[src/rtl/mining_pkg.sv]
// Shared widths, FSM encoding and hash slicing helper for the nonce search controller.
package mining_pkg;

  localparam int DEF_HDR_BYTES    = 12;
  localparam int DEF_NONCE_BYTES  = 4;
  localparam int DEF_HASH_BYTES   = 3;
  localparam int DEF_TARGET_BYTES = 1;

  // Widest hash the slicing helper can handle; narrower hashes are zero-extended.
  localparam int SLICE_MAX_W = 64;

  typedef enum logic [2:0] {
    S_IDLE,
    S_ISSUE,
    S_WAIT,
    S_CHECK,
    S_DRAIN,
    S_DONE
  } state_t;

  function automatic int nonce_width(input int nonce_bytes);
    return 8 * nonce_bytes;
  endfunction

  // Keeps only the top target_bytes bytes of a hash, right-aligned.
  function automatic logic [SLICE_MAX_W-1:0] top_hash_bytes(
    input logic [SLICE_MAX_W-1:0] hash,
    input int                     hash_bytes,
    input int                     target_bytes
  );
    return hash >> (8 * (hash_bytes - target_bytes));
  endfunction

endpackage

[src/rtl/hash_target_cmp.sv]
// Combinational difficulty check: top bytes of the hash strictly below the target.
module hash_target_cmp
  import mining_pkg::*;
#(
  parameter int HASH_BYTES   = DEF_HASH_BYTES,
  parameter int TARGET_BYTES = DEF_TARGET_BYTES
) (
  input  logic [8*HASH_BYTES-1:0]   hash,
  input  logic [8*TARGET_BYTES-1:0] target,
  output logic                      hit
);

  logic [SLICE_MAX_W-1:0] sliced;

  // Upper bits of the slice are zero, so a full-width compare equals the narrow one.
  assign sliced = top_hash_bytes(SLICE_MAX_W'(hash), HASH_BYTES, TARGET_BYTES);
  assign hit    = sliced < SLICE_MAX_W'(target);

endmodule

[src/rtl/nonce_search_ctrl.sv]
// Nonce sweep engine: issues one header+nonce request at a time, checks each hash
// against the target and stops on the first hit or at the end of the range.
module nonce_search_ctrl
  import mining_pkg::*;
#(
  parameter int HDR_BYTES     = DEF_HDR_BYTES,
  parameter int NONCE_BYTES   = DEF_NONCE_BYTES,
  parameter int HASH_BYTES    = DEF_HASH_BYTES,
  parameter int TARGET_BYTES  = DEF_TARGET_BYTES,
  parameter int STOP_ON_FIRST = 1,
  localparam int NONCE_W      = nonce_width(NONCE_BYTES)
) (
  input  logic                      clk,
  input  logic                      reset,
  input  logic                      start,
  input  logic                      abort,
  input  logic [8*HDR_BYTES-1:0]    header_in,
  input  logic [NONCE_W-1:0]        nonce_first,
  input  logic [NONCE_W-1:0]        nonce_last,
  input  logic [8*TARGET_BYTES-1:0] target_in,
  output logic                      hc_valid,
  input  logic                      hc_ready,
  output logic [8*HDR_BYTES-1:0]    hc_header,
  output logic [NONCE_W-1:0]        hc_nonce,
  input  logic                      hash_valid,
  input  logic [8*HASH_BYTES-1:0]   hash_in,
  output logic                      busy,
  output logic                      done,
  output logic                      found,
  output logic                      aborted,
  output logic [NONCE_W-1:0]        found_nonce,
  output logic [NONCE_W:0]          hit_count,
  output logic [NONCE_W:0]          attempts
);

  localparam logic [NONCE_W:0]   CNT_ONE   = (NONCE_W + 1)'(1);
  localparam logic [NONCE_W-1:0] NONCE_ONE = NONCE_W'(1);

  state_t                    state;
  logic [NONCE_W-1:0]        nonce_end;
  logic [8*TARGET_BYTES-1:0] target;
  logic [8*HASH_BYTES-1:0]   hash_q;
  logic                      hit;

  hash_target_cmp #(
    .HASH_BYTES  (HASH_BYTES),
    .TARGET_BYTES(TARGET_BYTES)
  ) u_cmp (
    .hash  (hash_q),
    .target(target),
    .hit   (hit)
  );

  assign busy = (state != S_IDLE);

  // done is raised on every transition into DONE, so it is high exactly while in DONE.
  always_ff @(posedge clk) begin
    if (!reset) begin
      state       <= S_IDLE;
      hc_valid    <= 1'b0;
      hc_header   <= '0;
      hc_nonce    <= '0;
      nonce_end   <= '0;
      target      <= '0;
      hash_q      <= '0;
      done        <= 1'b0;
      found       <= 1'b0;
      aborted     <= 1'b0;
      found_nonce <= '0;
      hit_count   <= '0;
      attempts    <= '0;
    end else begin
      done <= 1'b0;
      case (state)
        S_IDLE: begin
          if (start) begin
            hc_header   <= header_in;
            hc_nonce    <= nonce_first;
            nonce_end   <= nonce_last;
            target      <= target_in;
            found       <= 1'b0;
            aborted     <= 1'b0;
            found_nonce <= '0;
            hit_count   <= '0;
            attempts    <= '0;
            hc_valid    <= 1'b1;
            state       <= S_ISSUE;
          end
        end
        S_ISSUE: begin
          if (hc_ready) begin
            hc_valid <= 1'b0;
            if (abort) begin
              aborted <= 1'b1;
              state   <= S_DRAIN;
            end else begin
              state <= S_WAIT;
            end
          end else if (abort) begin
            hc_valid <= 1'b0;
            aborted  <= 1'b1;
            done     <= 1'b1;
            state    <= S_DONE;
          end
        end
        S_WAIT: begin
          if (hash_valid) begin
            if (abort) begin
              aborted <= 1'b1;
              done    <= 1'b1;
              state   <= S_DONE;
            end else begin
              hash_q <= hash_in;
              state  <= S_CHECK;
            end
          end else if (abort) begin
            aborted <= 1'b1;
            state   <= S_DRAIN;
          end
        end
        S_CHECK: begin
          attempts <= attempts + CNT_ONE;
          if (hit) begin
            hit_count <= hit_count + CNT_ONE;
            if (!found) begin
              found       <= 1'b1;
              found_nonce <= hc_nonce;
            end
          end
          if (abort) begin
            aborted <= 1'b1;
            done    <= 1'b1;
            state   <= S_DONE;
          end else if ((hit && (STOP_ON_FIRST != 0)) || (hc_nonce == nonce_end)) begin
            done  <= 1'b1;
            state <= S_DONE;
          end else begin
            hc_nonce <= hc_nonce + NONCE_ONE;
            hc_valid <= 1'b1;
            state    <= S_ISSUE;
          end
        end
        S_DRAIN: begin
          if (hash_valid) begin
            done  <= 1'b1;
            state <= S_DONE;
          end
        end
        S_DONE: begin
          state <= S_IDLE;
        end
        default: begin
          state <= S_IDLE;
        end
      endcase
    end
  end

endmodule

[config.mk]
export PLATFORM = sky130hd
export DESIGN_NAME = nonce_search_ctrl
export DESIGN_NICKNAME = d
export VERILOG_FILES = /design/src/rtl/mining_pkg.sv /design/src/rtl/hash_target_cmp.sv /design/src/rtl/nonce_search_ctrl.sv
export SDC_FILE = /design/constraint.sdc
export NUM_CORES = 1
export LEC_CHECK = 0
export BUFFER_PORTS_ARGS = -buffer_cell sky130_fd_sc_hd__buf_2
export CELL_PAD_IN_SITES_DETAIL_PLACEMENT = 0
export CELL_PAD_IN_SITES_GLOBAL_PLACEMENT = 2
export CORE_MARGIN = 2
export CORE_UTILIZATION = 28
export DETAILED_ROUTE_END_ITERATION = 6
export PLACE_DENSITY = 0.83
export SYNTH_ARGS = -nofsm -noshare
export SYNTH_HDL_FRONTEND = slang
export SYNTH_SLANG_ARGS = --single-unit
export TNS_END_PERCENT = 5
[constraint.sdc]
create_clock -name clk -period 3.4 [get_ports clk]
set_input_delay 0.68 -clock clk [delete_from_list [all_inputs] [get_ports clk]]
set_output_delay 0.68 -clock clk [all_outputs]
set_load 0.01 [all_outputs]
# [Word level (Yosys, flattened, before mapping)]
# Index checks and enable logic that the tools add are counted.
[word_totals] ff_bits=297 inputBits=198
[op_classes] addsub=3 magnitude_cmp=1 eq_ne=14 n_mux=41 n_bitwise=1 reduce_logical=16
[ops] operator="$mux W32" count=6
[ops] operator="$pmux W33 S2" count=2
[ops] operator="$pmux W32 S2" count=2
[ops] operator="$add A33 B1 Y33 const B" count=2
[ops] operator="$mux W33" count=2
[ops] operator="$add A32 B1 Y32 const B" count=1
[ops] operator="$eq A32 B32 Y1" count=1
[ops] operator="$mux W3" count=10
[ops] operator="$pmux W3 S5" count=1
[ops] operator="$mux W1" count=14
[ops] operator="$ne A2 B2 Y1 const B" count=6
[ops] operator="$reduce_and A4 Y1" count=3
[ops] operator="$reduce_and A3 Y1" count=3
[ops] operator="$lt A8 B8 Y1" count=1
[ops] operator="$eq A3 B2 Y1 const B" count=2
[ops] operator="$ne A3 B3 Y1 const B" count=2
[ops] operator="$reduce_bool A3 Y1" count=2
[ops] operator="$reduce_and A5 Y1" count=1
[ops] operator="$pmux W1 S2" count=2
[ops] operator="$pmux W1 S4" count=1
[ops] operator="$reduce_and A2 Y1" count=2
[ops] operator="$reduce_bool A2 Y1" count=2
[ops] operator="$eq A3 B1 Y1 const B" count=1
[ops] operator="$eq A3 B3 Y1 const B" count=1
[ops] operator="6 further kinds" count=6

# [Logic depth before layout (Yosys ltp)]
[depth] ltp_word=5 mapped_depth=10 depth_no_buf=8

# [Modules after synthesis]
# From an unflattened synthesis, not the netlist that was laid out.
[hier_totals] hier_cells=1603 hier_area_um2=13205.2
[by_module_without_submodules] mod="nonce_search_ctrl" n_inst=1 cells_each=1578 area_each_um2=13028.7 seq_area_each_um2=5945.7
[by_module_without_submodules] mod="hash_target_cmp" n_inst=1 cells_each=25 area_each_um2=176.4 seq_area_each_um2=0.0

# [Worst setup path before layout]
# Ideal clock, no wire load.
[synth_timing] path_type="input to register" start="in start" end="reg hit_count[24]" arrival_ns=2.337 t_required_ns=3.330 slack_ns=0.992 cell_stages=6 cell_sequence="inv_1 > nor4_1 > a31oi_1 > clkbuf_1 > or4_2 > a21oi_1"
[synth_between] elab_chain_len=2
[synth_lines] element="from (decl)" line_no="nonce_search_ctrl.sv:15" text="input logic start,"
[synth_lines] element="$ne A2 B2 Y1 (no line)"
[synth_lines] element="$reduce_and A3 Y1 (no line)"
[synth_lines] element="to (signal assigned)" line_no="nonce_search_ctrl.sv:124" text="hit_count <= hit_count + CNT_ONE;"
[synth_lines] element="to (decl)" line_no="nonce_search_ctrl.sv:32" text="output logic [NONCE_W:0] hit_count,"
# No other way between the ends.
# A chain may end at the register's enable or synchronous reset.

# [Worst setup path after layout]
[layout_timing] start="reg target[7]" end="reg found_nonce[10]"
[layout_between] elab_chain_len=3
[layout_lines] element="from (decl)" line_no="nonce_search_ctrl.sv:41" text="logic [8*TARGET_BYTES-1:0] target;"
[layout_lines] element="from (signal assigned)" line_no="nonce_search_ctrl.sv:80" text="target <= target_in;"
[layout_lines] element="$lt A8 B8 Y1" line_no="hash_target_cmp.sv:17" text="assign hit = sliced < SLICE_MAX_W'(target);"
[layout_lines] element="$ne A2 B2 Y1 (no line)"
[layout_lines] element="$reduce_and A4 Y1 (no line)"
[layout_lines] element="to (signal assigned)" line_no="nonce_search_ctrl.sv:127" text="found_nonce <= hc_nonce;"
[layout_lines] element="to (decl)" line_no="nonce_search_ctrl.sv:31" text="output logic [NONCE_W-1:0] found_nonce,"
# No other way between the ends.

==> run metrics <==
Routed wire per std cell=18.9 µm; cells after synthesis=1,549; Synth top area share=45.6%; max frequency=353 MHz; WL met1=20,700 µm; DR vias/cell=about 5.1; via count=between 10,000 and 15,000; Worst Path Required=3.88 ns; slowest stage delay, CP=0.75 ns; Longest Clk Path Bufs=3; Synth Flop Type=dfxtp_1; TritonCTS Buffers=36; initial drt markers=689; Crit Path Class=register to register; Final Max Slew Viols=0; ranking of synthesized cells by area=dfxtp_1 (46%), nand2_1 (11%), a21oi_1 (8.7%); Lkg Pwr=~0.0068 µW; RD Place Congestion=0.812; CP Cell Sequence=inv_1 > ha_1 > a21oi_1 > nand3_1 > nor4_1 > and2_1 > buf_4 > a22o_1; clk slew on worst S/H paths=0.06 ns; Initial DRT Pass Iterations=4; Routed WL=48,200 µm; met3 WL post-DR=3250 µm; Synth cell types=62; Max Used Layer=met5; FFs w/ async S/R, synth=0%; clock sinks=281; worst slew pin tran=0.854 ns; die area=45,800 µm²; clock latency on the worst-skew pair=0.55 ns; All-Layer GR Usage=20.4%; hold buffers post-CTS=0; syn_area_per_cell=7.97 µm²; largest net degree at the start of global routing=91; first-pass GRT wire length=74,100 µm; Area Growth Syn to Fin=32.7%; GRT overflow=0; root buf cell=clkbuf_16; layout net count=2,141; die extent in x=~210 µm; CTS HTree Levels=2; vias in the first global route=12,476; period utilisation layout=83.4%; Final setup viols=0; layout cells sized above 1=between 20 and 30%; pwr dens=575 nW/µm²; syn_nets=1,757; # fillers=4,516; crit path max fanout=31; critical path's slowest cell=nor4_1; clock skew=around 0.026 ns; outcome=complete, no violations; synthesized area=around 12,000 µm²; core area=43,300 µm²; worst vdd ir=about 0.36 mV; detailed placer's ending HPWL=about 34,000 µm; DRC Markers=0; # port buffers=412; Die Y=around 210 µm; minimum clock period=2.83 ns; Finished Layout Cells=2,547; met2 WL=22,900 µm; Syn. warnings=0; Core Util, Final=37.9%; final hold viol count=0; # rows=76; HP Class=input port to register; EDFF count, synth=0; CP Capture Type=register; Startpoint Class=register; post-detailed-route count of antenna-violating nets=0; Synth area leader=dfxtp_1; most frequent cells after synthesis=nand2_1 (364), dfxtp_1 (281), a21oi_1 (215), clkbuf_1 (110), nor2_1 (58); setup_tns=0 ns; DP Cell Count=2,480; Max-cap violations=0; CP arrival=3.32 ns; top-count cell post-synth=nand2_1; Top Ports=429; Max-slew headroom=a little over two fifths; Initial Util=28.5%; CTS tree=done; RSZ-0062 raised after global routing=no; Seq/Total Area, Yosys=45.6%; Setup Buffers After CTS=0; Seq cells post-synth=281; CTS resizes=0; initial antenna violation count=14
-- registers in the layout, summed over array words and instances, names as in the netlist --
signal       cells
hash_q           8
found_nonce     32
hit_count       33
done             1
found            1
state            3
aborted          1
hc_nonce        32
nonce_end       32
attempts        33
target           8
hc_header       96
hc_valid         1
-- final cells by class --
class | instances | area (µm²) | area share (%)
antenna | 5 | 12.5 | 0.0764
sequential | 281 | 5630 | 34.3
tap | 585 | 732 | 4.47
inverter | 21 | 83.8 | 0.512
timing repair buffer | 465 | 2500 | 15.2
clock inverter | 14 | 223 | 1.36
multi-input combinational | 1128 | 6210 | 37.9
clock buffer | 48 | 996 | 6.08
-- path summary, 6_finish.rpt --
kind                               startpoint         endpoint  slack [ns]  cells after the start
worst max-delay path                target[7]  found_nonce[10]        0.57                      8
worst max register to register      target[7]  found_nonce[10]        0.57                      8
worst min-delay path            nonce_last[9]     nonce_end[9]        0.37                      3
worst min register to register   hc_header[6]     hc_header[6]        0.45                      2
-- worst max-delay path, delay by kind of cell, from the launching register on --
kind	cells	cell delay [ns]
buffers and inverters	2	0.40
DFF	1	0.32
adders and majority gates	1	0.33
AOI/OAI and AO/OA	2	0.46
and+or+nand+nor	3	1.23
-- power by group --
| group | internal [µW] | total [µW] | switching (µW) |
|---|---|---|---|
| Combinational | 610 | 1710 | 1100 |
| Sequential | 3530 | 3720 | 191 |
| Clock | 2450 | 3990 | 1540 |
| Total | 6590 | 9420 | 2830 |
-- per-layer routing --
layer | vias up | global-route usage [%]
li1 | 6295 | -
met1 | 6085 | 25.8
met2 | 403 | 33.5
met3 | 90 | 5.18
met4 | 14 | 7.65
met5 | - | 0
-- cells in the final DEF (no fill, tap or decap), drive strengths merged, types with 3 or more instances in the layout --
cell / Yosys / final
a31oi: 16 / 16
o311ai: 5 / 5
o21a: 3 / 3
ha: 10 / 10
a221oi: 5 / 5
buf: 9 / 465
inv: 20 / 23
o21ai: 32 / 32
nand4: 42 / 42
dfxtp: 281 / 281
nand2: 364 / 364
a22o: 32 / 32
nand2b: 6 / 6
o31ai: 39 / 39
or3: 25 / 25
o41ai: 3 / 3
mux2i: 11 / 11
nor3: 23 / 23
a211oi: 3 / 3
a311oi: 5 / 5
diode: 0 / 5
xnor2: 32 / 32
clkbuf: 110 / 48
or2: 4 / 4
o211ai: 14 / 14
nand4b: 6 / 6
o2111ai: 3 / 3
nor2: 58 / 58
and2: 15 / 15
clkinv: 1 / 5
and3: 21 / 21
a31o: 9 / 9
nand3: 52 / 52
nor4: 16 / 16
nand3b: 4 / 4
or4: 25 / 25
bufinv: 0 / 5
a21oi: 215 / 215
and4: 9 / 9
-- per-stage QoR --
step	cell area (µm²)	hold WS (ns)	total power, µW	worst slack (ns)
6_report	16400	0.366	9420	0.565
5_1_grt	16400	0.367	9850	0.314
4_1_cts	16400	0.339	9550	0.586
3_5_place_dp	15100	0.444	5520	0.513
3_3_place_gp	15100	0.440	5510	0.519
2_1_floorplan	12300	0.436	4730	0.992
-- logic make-up (layout without fill, tap and decap cells) --
| family | count (synthesis) | after routing | synth area share [%] |
|---|---|---|---|
| and+or+nand+nor | 674 | 674 | 25.8 |
| AOI/OAI and AO/OA | 400 | 400 | 20.1 |
| muxes | 11 | 11 | 0.892 |
| adders and majority gates | 10 | 10 | 1.01 |
| DFF | 281 | 281 | 45.6 |
| buffers and inverters | 140 | 548 | 4.31 |
| other | 0 | 5 | 0 |
| xor gates and xnor gates | 33 | 33 | 2.34 |
Power figures use the tool's default switching activity.
